$ cat config.mk
export PLATFORM = sky130hd
export DESIGN_NAME = fc_neuron_seq
export DESIGN_NICKNAME = d
export VERILOG_FILES = /design/src/rtl/fc_neuron_seq_pkg.sv /design/src/rtl/fc_neuron_seq_lane_mac.sv /design/src/rtl/fc_neuron_seq.sv
export SDC_FILE = /design/constraint.sdc
export NUM_CORES = 2
export LEC_CHECK = 0
export BUFFER_PORTS_ARGS = -buffer_cell sky130_fd_sc_hd__buf_2
export CAP_MARGIN = 40
export CORE_MARGIN = 3
export CORE_UTILIZATION = 70
export DETAILED_ROUTE_END_ITERATION = 8
export PLACE_DENSITY = 0.9
export SLEW_MARGIN = 20
export SYNTH_ARGS = -nofsm -noshare
export SYNTH_HDL_FRONTEND = slang
export SYNTH_HIERARCHICAL = 1
export SYNTH_SLANG_ARGS = --single-unit
$ cat constraint.sdc
create_clock -name clk -period 4.3 [get_ports clk]
set_input_delay 0.86 -clock clk [delete_from_list [all_inputs] [get_ports clk]]
set_output_delay 0.86 -clock clk [all_outputs]
set_load 0.005 [all_outputs]
$ cat src/rtl/fc_neuron_seq_pkg.sv
// Shared types and helpers for the time-multiplexed fully-connected neuron.
package fc_pkg;

   typedef enum logic [1:0] {
      IDLE  = 2'd0,
      ACCUM = 2'd1,
      OUT   = 2'd2
   } fc_state_t;

   // Widest accumulator the ReLU helper can carry.
   localparam int MAX_ACC_W = 64;

   // Accumulator width: full product width, growth for IN terms, plus one guard bit for the bias.
   function automatic int acc_width(input int width, input int in_len);
      return (width * 2) + $clog2(in_len) + 1;
   endfunction

   // Clamp negative values to zero when enabled; an exact zero passes unchanged.
   function automatic logic signed [MAX_ACC_W-1:0] relu(input logic signed [MAX_ACC_W-1:0] value,
                                                       input int relu_en);
      logic signed [MAX_ACC_W-1:0] res;
      if ((relu_en != 0) && value[MAX_ACC_W-1]) begin
         res = {MAX_ACC_W{1'b0}};
      end else begin
         res = value;
      end
      return res;
   endfunction

endpackage

$ cat src/rtl/fc_neuron_seq_lane_mac.sv
// Combinational per-beat multiply and balanced adder tree over LANES signed lane products.
module lane_mac
   import fc_pkg::*;
#(
   parameter  int WIDTH = 8,
   parameter  int LANES = 8,
   localparam int SUM_W = WIDTH * 2 + $clog2(LANES)
) (
   input  logic [LANES*WIDTH-1:0] x,
   input  logic [LANES*WIDTH-1:0] w,
   output logic signed [SUM_W-1:0] sum
);

   localparam int LEVELS = $clog2(LANES);
   localparam int PROD_W = WIDTH * 2;

   logic signed [PROD_W-1:0] prod_s [LANES];
   logic signed [SUM_W-1:0]  node_s [LANES];
   int                       live_s;

   // Form lane products, then reduce pairwise in place; an unpaired node passes up sign-extended.
   always_comb begin
      live_s = LANES;
      for (int k = 0; k < LANES; k++) begin
         prod_s[k] = PROD_W'($signed(x[k*WIDTH +: WIDTH])) * PROD_W'($signed(w[k*WIDTH +: WIDTH]));
         node_s[k] = SUM_W'(prod_s[k]);
      end
      for (int lvl = 0; lvl < LEVELS; lvl++) begin
         for (int k = 0; k < LANES / 2; k++) begin
            if (k < ((live_s + 1) / 2)) begin
               if (((2 * k) + 1) < live_s) begin
                  node_s[k] = node_s[2*k] + node_s[(2*k)+1];
               end else begin
                  node_s[k] = node_s[2*k];
               end
            end else begin
               node_s[k] = node_s[k];
            end
         end
         live_s = (live_s + 1) / 2;
      end
      sum = node_s[0];
   end

endmodule

$ cat src/rtl/fc_neuron_seq.sv
// Time-multiplexed FC neuron: accumulates IN/LANES beats, adds BIAS, optional ReLU, emits one result.
module fc_neuron_seq
   import fc_pkg::*;
#(
   parameter  int WIDTH   = 8,
   parameter  int IN      = 128,
   parameter  int LANES   = 8,
   parameter  int BIAS    = 0,
   parameter  int RELU_EN = 1,
   localparam int ACC_W   = acc_width(WIDTH, IN)
) (
   input  logic                   clk,
   input  logic                   rst_n,
   input  logic                   in_valid,
   output logic                   in_ready,
   input  logic [LANES*WIDTH-1:0] x,
   input  logic [LANES*WIDTH-1:0] w,
   output logic                   out_valid,
   input  logic                   out_ready,
   output logic [ACC_W-1:0]       z,
   output logic                   busy
);

   localparam int BEATS = IN / LANES;
   localparam int CNT_W = $clog2(BEATS) + 1;
   localparam int SUM_W = WIDTH * 2 + $clog2(LANES);
   localparam logic [CNT_W-1:0]        LAST_CNT = CNT_W'(BEATS - 1);
   localparam logic signed [ACC_W-1:0] BIAS_ACC = ACC_W'(BIAS);

   generate
      if ((IN % LANES) != 0) begin : g_in_check
         $error("fc_neuron_seq: IN must be a multiple of LANES");
      end
      if ((LANES < 1) || (LANES > IN) || ((LANES & (LANES - 1)) != 0)) begin : g_lanes_check
         $error("fc_neuron_seq: LANES must be a power of two in 1..IN");
      end
      if (ACC_W > MAX_ACC_W) begin : g_width_check
         $error("fc_neuron_seq: accumulator wider than the ReLU helper supports");
      end
   endgenerate

   fc_state_t               state_r, state_nxt_s;
   logic signed [ACC_W-1:0] acc_r, acc_nxt_s;
   logic [CNT_W-1:0]        cnt_r, cnt_nxt_s;
   logic signed [ACC_W-1:0] z_r, z_nxt_s;
   logic                    out_valid_r, out_valid_nxt_s;
   logic                    busy_r, busy_nxt_s;
   logic                    in_ready_s;

   logic signed [SUM_W-1:0] beat_sum_s;
   logic signed [ACC_W-1:0] acc_sum_s;
   logic signed [ACC_W-1:0] final_s;
   logic                    beat_s;
   logic                    last_s;

   lane_mac #(
      .WIDTH (WIDTH),
      .LANES (LANES)
   ) u_lane_mac (
      .x   (x),
      .w   (w),
      .sum (beat_sum_s)
   );

   // In IDLE the counter is zero, so a single-beat vector is recognised as last immediately.
   assign beat_s    = in_valid & in_ready_s;
   assign last_s    = (cnt_r == LAST_CNT);
   assign acc_sum_s = acc_r + ACC_W'(beat_sum_s);
   assign final_s   = acc_sum_s + BIAS_ACC;

   assign in_ready  = in_ready_s;
   assign out_valid = out_valid_r;
   assign z         = z_r;
   assign busy      = busy_r;

   // State register.
   always_ff @(posedge clk or negedge rst_n) begin
      if (!rst_n) begin
         state_r <= IDLE;
      end else begin
         state_r <= state_nxt_s;
      end
   end

   // Next-state decode: accumulate beats, park in OUT until the result is taken.
   always_comb begin
      state_nxt_s = state_r;
      case (state_r)
         IDLE: begin
            if (beat_s) begin
               state_nxt_s = last_s ? OUT : ACCUM;
            end else begin
               state_nxt_s = IDLE;
            end
         end
         ACCUM: begin
            if (beat_s && last_s) begin
               state_nxt_s = OUT;
            end else begin
               state_nxt_s = ACCUM;
            end
         end
         OUT: begin
            if (out_ready) begin
               state_nxt_s = IDLE;
            end else begin
               state_nxt_s = OUT;
            end
         end
         default: state_nxt_s = IDLE;
      endcase
   end

   // Output and datapath decode: next accumulator, counter, result and handshake flags.
   always_comb begin
      in_ready_s      = (state_r != OUT);
      acc_nxt_s       = acc_r;
      cnt_nxt_s       = cnt_r;
      z_nxt_s         = z_r;
      out_valid_nxt_s = out_valid_r;
      busy_nxt_s      = busy_r;
      if (beat_s) begin
         acc_nxt_s  = acc_sum_s;
         cnt_nxt_s  = cnt_r + CNT_W'(1);
         busy_nxt_s = 1'b1;
         if (last_s) begin
            z_nxt_s         = ACC_W'(relu(MAX_ACC_W'(final_s), RELU_EN));
            out_valid_nxt_s = 1'b1;
         end else begin
            out_valid_nxt_s = out_valid_r;
         end
      end else if ((state_r == OUT) && out_ready) begin
         acc_nxt_s       = {ACC_W{1'b0}};
         cnt_nxt_s       = {CNT_W{1'b0}};
         out_valid_nxt_s = 1'b0;
         busy_nxt_s      = 1'b0;
      end else begin
         acc_nxt_s = acc_r;
      end
   end

   // Datapath registers; reset discards any partial sum and pending result.
   always_ff @(posedge clk or negedge rst_n) begin
      if (!rst_n) begin
         acc_r       <= {ACC_W{1'b0}};
         cnt_r       <= {CNT_W{1'b0}};
         z_r         <= {ACC_W{1'b0}};
         out_valid_r <= 1'b0;
         busy_r      <= 1'b0;
      end else begin
         acc_r       <= acc_nxt_s;
         cnt_r       <= cnt_nxt_s;
         z_r         <= z_nxt_s;
         out_valid_r <= out_valid_nxt_s;
         busy_r      <= busy_nxt_s;
      end
   end

endmodule
==> impl_metrics.yaml, run 1 <==
place:
  number_of_buffers_added_on_ports: 157
  place.gp.congestion: 0.9429
  hpwl_microns: 66820
logic_synthesis:
  post_synth_instance_area_sq_um: 26210
  synth_enable_flop_cells: 0
  yosys_warning_total: 6
  avg_inst_size_synth_sq_um: 9.670
  ys.flop_type: "dfrtp_1"
  yosys_register_bits: 56
  synth.yosys.seq_area_share_pct: 5.348
  postSynth.asyncResetShare_pct: 100.0
  synth_cells: 2710
  synth_adder_area_share_pct: 61.40
  yosys-mux-area-fraction_pct: 0
  synth-compound-area-share_pct: 5.677
  xor_and_xnor_fraction_of_the_mapped_netlist_area_pct: 3.294
  cell_variety_after_synth: 72
  combinational_family_with_the_most_area_after_synthesis: "adder cells"
  yosys.area_share.simple_pct: 13.29
  synth_fp_nets: 3735
die:
  row_count: 70
  start_util_pct: 71.24
  top_level_ports: 159
  floorplan.die.width_microns: 199.5
  die_height_microns: 199.5
timing:
  worstEndpointGrtRepair: "z[11]$_DFFE_PN0P_/D"
  worst_endpoint_kind: "register data pin"
run_status:
  firstError: "[ERROR GRT-0232] Routing congestion too high. Check the congestion heatmap in the GUI."
  run_status: "aborted with a tool error"
  lastStage: "global routing"
grt:
  grt-ovfl-total: 55
  track_usage_pct: 73.47
  grt_start_max_net_pins: 43
cts:
  cts_hold_buf: 0
  cts_root_buf: "clkbuf_16"
  cts.sink_count: 56
  max-clock-path-buffers: 2
  numCtsBuffers: 5
  htree_num_levels: 2
## stage by stage
stage          cell area (sq um)  setup TNS, ps  setup slack [ps]  cells
4_1_cts                    32640        -349180             -8495   3733
3_5_place_dp               31010        -371220             -8944   3698
2_1_floorplan              26820        -326540             -8068   2710
3_3_place_gp               31000        -352830             -8443   3697
## synth_stat cells, types with 3 or more instances
library cell / n / area [sq um]
o21bai_1: 5 / 37.54
nand3_1: 14 / 70.07
a22o_1: 15 / 131.4
nor2_1: 40 / 150.1
xor2_1: 22 / 192.7
nand2_1: 273 / 1025
nand3b_1: 3 / 22.52
and3_1: 3 / 18.77
dfrtp_1: 56 / 1401
o21ai_0: 62 / 310.3
inv_1: 738 / 2770
buf_1: 3 / 11.26
ha_1: 238 / 2978
o31ai_1: 15 / 112.6
o211ai_1: 4 / 30.03
clkbuf_1: 19 / 71.32
nand2b_1: 44 / 275.3
a21oi_2: 3 / 26.28
or3_1: 3 / 18.77
a211oi_1: 3 / 22.52
nand4_1: 7 / 43.79
a21o_1: 19 / 142.6
nor3_1: 6 / 30.03
xnor2_1: 74 / 648.1
a21oi_1: 46 / 230.2
fa_1: 655 / 13110
and2_1: 254 / 1589
o21a_1: 9 / 67.56
o22ai_1: 3 / 18.77
nor2b_1: 20 / 125.1
## metal layers
metal  overflow  GRT usage [%]
met1          1          72.44
met2         33          88.72
met5          0          37.90
met4         18          66.19
met3          3          64.29
## kinds of logic after synthesis
kind of cell	after synthesis
other cells	1
flops	56
xor+xnor	97
buf+inv	764
simple gates	681
compound gates	218
fa+ha+maj	893
## what timing repair did
item / CTS
setup buffers: 27
hold endpoints to repair: 0
endpoints found under the setup margin: 46
pin swaps: 91
gates cloned: 3
gates resized for setup: 266
==> inputs of run 2 (changes only) <==
--- a/config.mk
+++ b/config.mk
@@ -8,9 +8,9 @@
 export BUFFER_PORTS_ARGS = -buffer_cell sky130_fd_sc_hd__buf_2
 export CAP_MARGIN = 40
 export CORE_MARGIN = 3
-export CORE_UTILIZATION = 70
+export CORE_UTILIZATION = 40
 export DETAILED_ROUTE_END_ITERATION = 8
-export PLACE_DENSITY = 0.9
+export PLACE_DENSITY_LB_ADDON = 0.15
 export SLEW_MARGIN = 20
 export SYNTH_ARGS = -nofsm -noshare
 export SYNTH_HDL_FRONTEND = slang
==> impl_metrics.yaml, run 2 <==
hold_path:
  timing.hold.worst_path_depth: 2
  hold_path.class: "register to register"
grt:
  track_usage_pct: 20.60
  grt_first_pass_wirelength_microns: 113000
  grt_pass1_vias: 22420
  grt_start_max_net_pins: 57
  grt_antenna_before_repair: 6
  grt-ovfl-total: 0
logic_synthesis:
  synth_enable_flop_cells: 0
  cell_variety_after_synth: 72
  synth.yosys.seq_area_share_pct: 5.348
  yosys_warning_total: 6
  postSynth.asyncResetShare_pct: 100.0
  synth_fp_nets: 3735
  yosys_register_bits: 56
  synth_top_cells_by_area: "fa_1 (50%), ha_1 (11%), inv_1 (11%), and2_1 (6.1%), dfrtp_1 (5.3%)"
  ys.flop_type: "dfrtp_1"
  avg_inst_size_synth_sq_um: 9.670
  synth_top_cell_area_share_pct: 50.04
  synth.largest_area_cell: "fa_1"
  synth_commonest_cells: "inv_1 (738), fa_1 (655), nand2_1 (273)"
  synth_cells: 2710
  post_synth_instance_area_sq_um: 26210
  post-synth-top-count-cell: "inv_1"
timing:
  unrepaired_setup_endpoints_after_global_routing: "true"
  timing.final.crit_period_ps: 12750
  final-setup-viol-count: 46
  hold_violations: 0
  timing.slew.headroom_pct: 44.82
  timing.fmax_ghz: 0.07841
  final_min_period_over_clock_period_pct: 296.6
  clock-skew-final_ps: 8.460
  tightest_slew_ps: 827.7
  fin_setup_tns_ps: -347550
  timing.hold.ws_ps: 479.4
  fin_ws_ps: -8454
  finalMaxSlewViolations: 0
cts:
  htree_num_levels: 2
  max-clock-path-buffers: 2
  tritoncts: "built"
  cts_hold_buf: 0
  cts.sink_count: 56
  clock_insertion_delay_worst_skew_ps: 300
  cts_root_buf: "clkbuf_16"
  clk_pin_slew_worst_paths_ps: 80
  numCtsBuffers: 5
die:
  floorplan.die_area_sq_um: 68620
  row_count: 93
  start_util_pct: 40.58
  floorplan.die.width_microns: 262.0
  core_outline_area_sq_um: 64580
  top_level_ports: 159
  die_height_microns: 262.0
detailed_routing:
  vias_per_cell: 4.690
  vias: 19600
  drt_pre_antenna_iters: 5
  postRouteAntennaNets: 0
  wl_per_cell_microns: 16.14
  wirelength_microns: 67460
  route.detailed.drc: 0
  initialDrtViolationCount: 714
cells_and_area:
  final_cells: 4180
  nFillCells: 5941
  largest_register_ff_count: 24
  top_register: "acc_r"
  layout_common_cells: "inv_1 (692), fa_1 (636), buf_4 (424)"
  areaGrowthSynthToFinish_pct: 28.89
  drive_gt1_share_pct: 27.81
  finalNetCount: 4347
  final_common_cell: "inv_1"
critical_path:
  cp_common_cell: "fa_1"
  critPathMaxFanout: 8
  critPathArrivalTime_ps: 12960
  worst_r2r_path_depth: 10
  critical_path.max_stage_delay_ps: 610
  crit_required_ps: 4510
  start_to_end_type_of_the_worst_setup_path: "primary input to register"
  critical_path.slowest_cell: "fa_2"
  start_kind: "primary input"
  worstSetupEndpointType: "register"
job:
  max_cap_viol_count: 0
place:
  number_of_buffers_added_on_ports: 157
  hpwl_microns: 61250
  place.gp.congestion: 0.8908
  dp_worst_setup_slack_ps: -9055
  placed_cells_incl_taps: 4126
run_status:
  run_status: "complete, but fails checks"
  violations: "negative setup slack"
## run 2: cell counts after synthesis
Identical to the previous run, type by type.
## run 2: path summary, 6_finish.rpt
kind | from | endpoint | slack [ps]
max in group asynchronous | rst_n | acc_r[16] | 3100
setup reg to reg | acc_r[0] | z[22] | 1620
setup / recovery | w[10] | z[2] | -8450
hold / removal | z[1] | z[1] | 480
min in group asynchronous | rst_n | out_valid | 700
hold reg to reg | z[1] | z[1] | 480
## run 2: repair_timing
| item | CTS | global route |
|---|---|---|
| setup buffers | 31 | 20 |
| pin swaps | 117 | 126 |
| resized for setup | 228 | 103 |
| setup endpoints to repair | 46 | 46 |
| cloned | 0 | 0 |
## run 2: routing by layer
layer	GRT usage (%)	vias to the layer above	part of all wire (%)
li1	-	9229	-
met1	26.46	10050	42
met3	1.330	76	2.3
met5	0	-	0.050
met4	4.303	6	2.5
met2	38.31	248	53
## run 2: cell type report
type	count	area (sq um)	area share, %
flip-flops and latches	56	1401	4.149
well taps	855	1070	3.167
repair buffers	630	4677	13.85
clock buffers	5	125.1	0.3705
multi-input cells	1890	23690	70.14
inverters	739	2779	8.228
clock inverters	3	27.53	0.08150
diodes	2	5.005	0.01482
## run 2: metrics by stage
stage / util [%] / cell area [sq um]
after floorplan: - / 26820
after global placement: 49.23 / 31790
after detailed placement: 49.25 / 31810
after CTS: 51.44 / 33220
after global routing: 52.29 / 33770
final: 52.30 / 33770
## run 2: cell families after synthesis
kind of cell	Yosys count	share of synthesized area [%]
fa+ha+maj	893	61.40
buf+inv	764	10.98
simple gates	681	13.29
compound gates	218	5.677
xor+xnor	97	3.294
flops	56	5.348
other cells	1	0.01431
## run 2: critical path: cells and delay by family
family / cells / cell delay [ps]
xor+xnor: 3 / 670
buf+inv: 13 / 880
simple gates: 4 / 730
compound gates: 12 / 1730
fa+ha+maj: 17 / 8060
Power of run 2 is not shown: default switching activity piles up to over one toggle a cycle in this logic, so the estimate is an artifact.
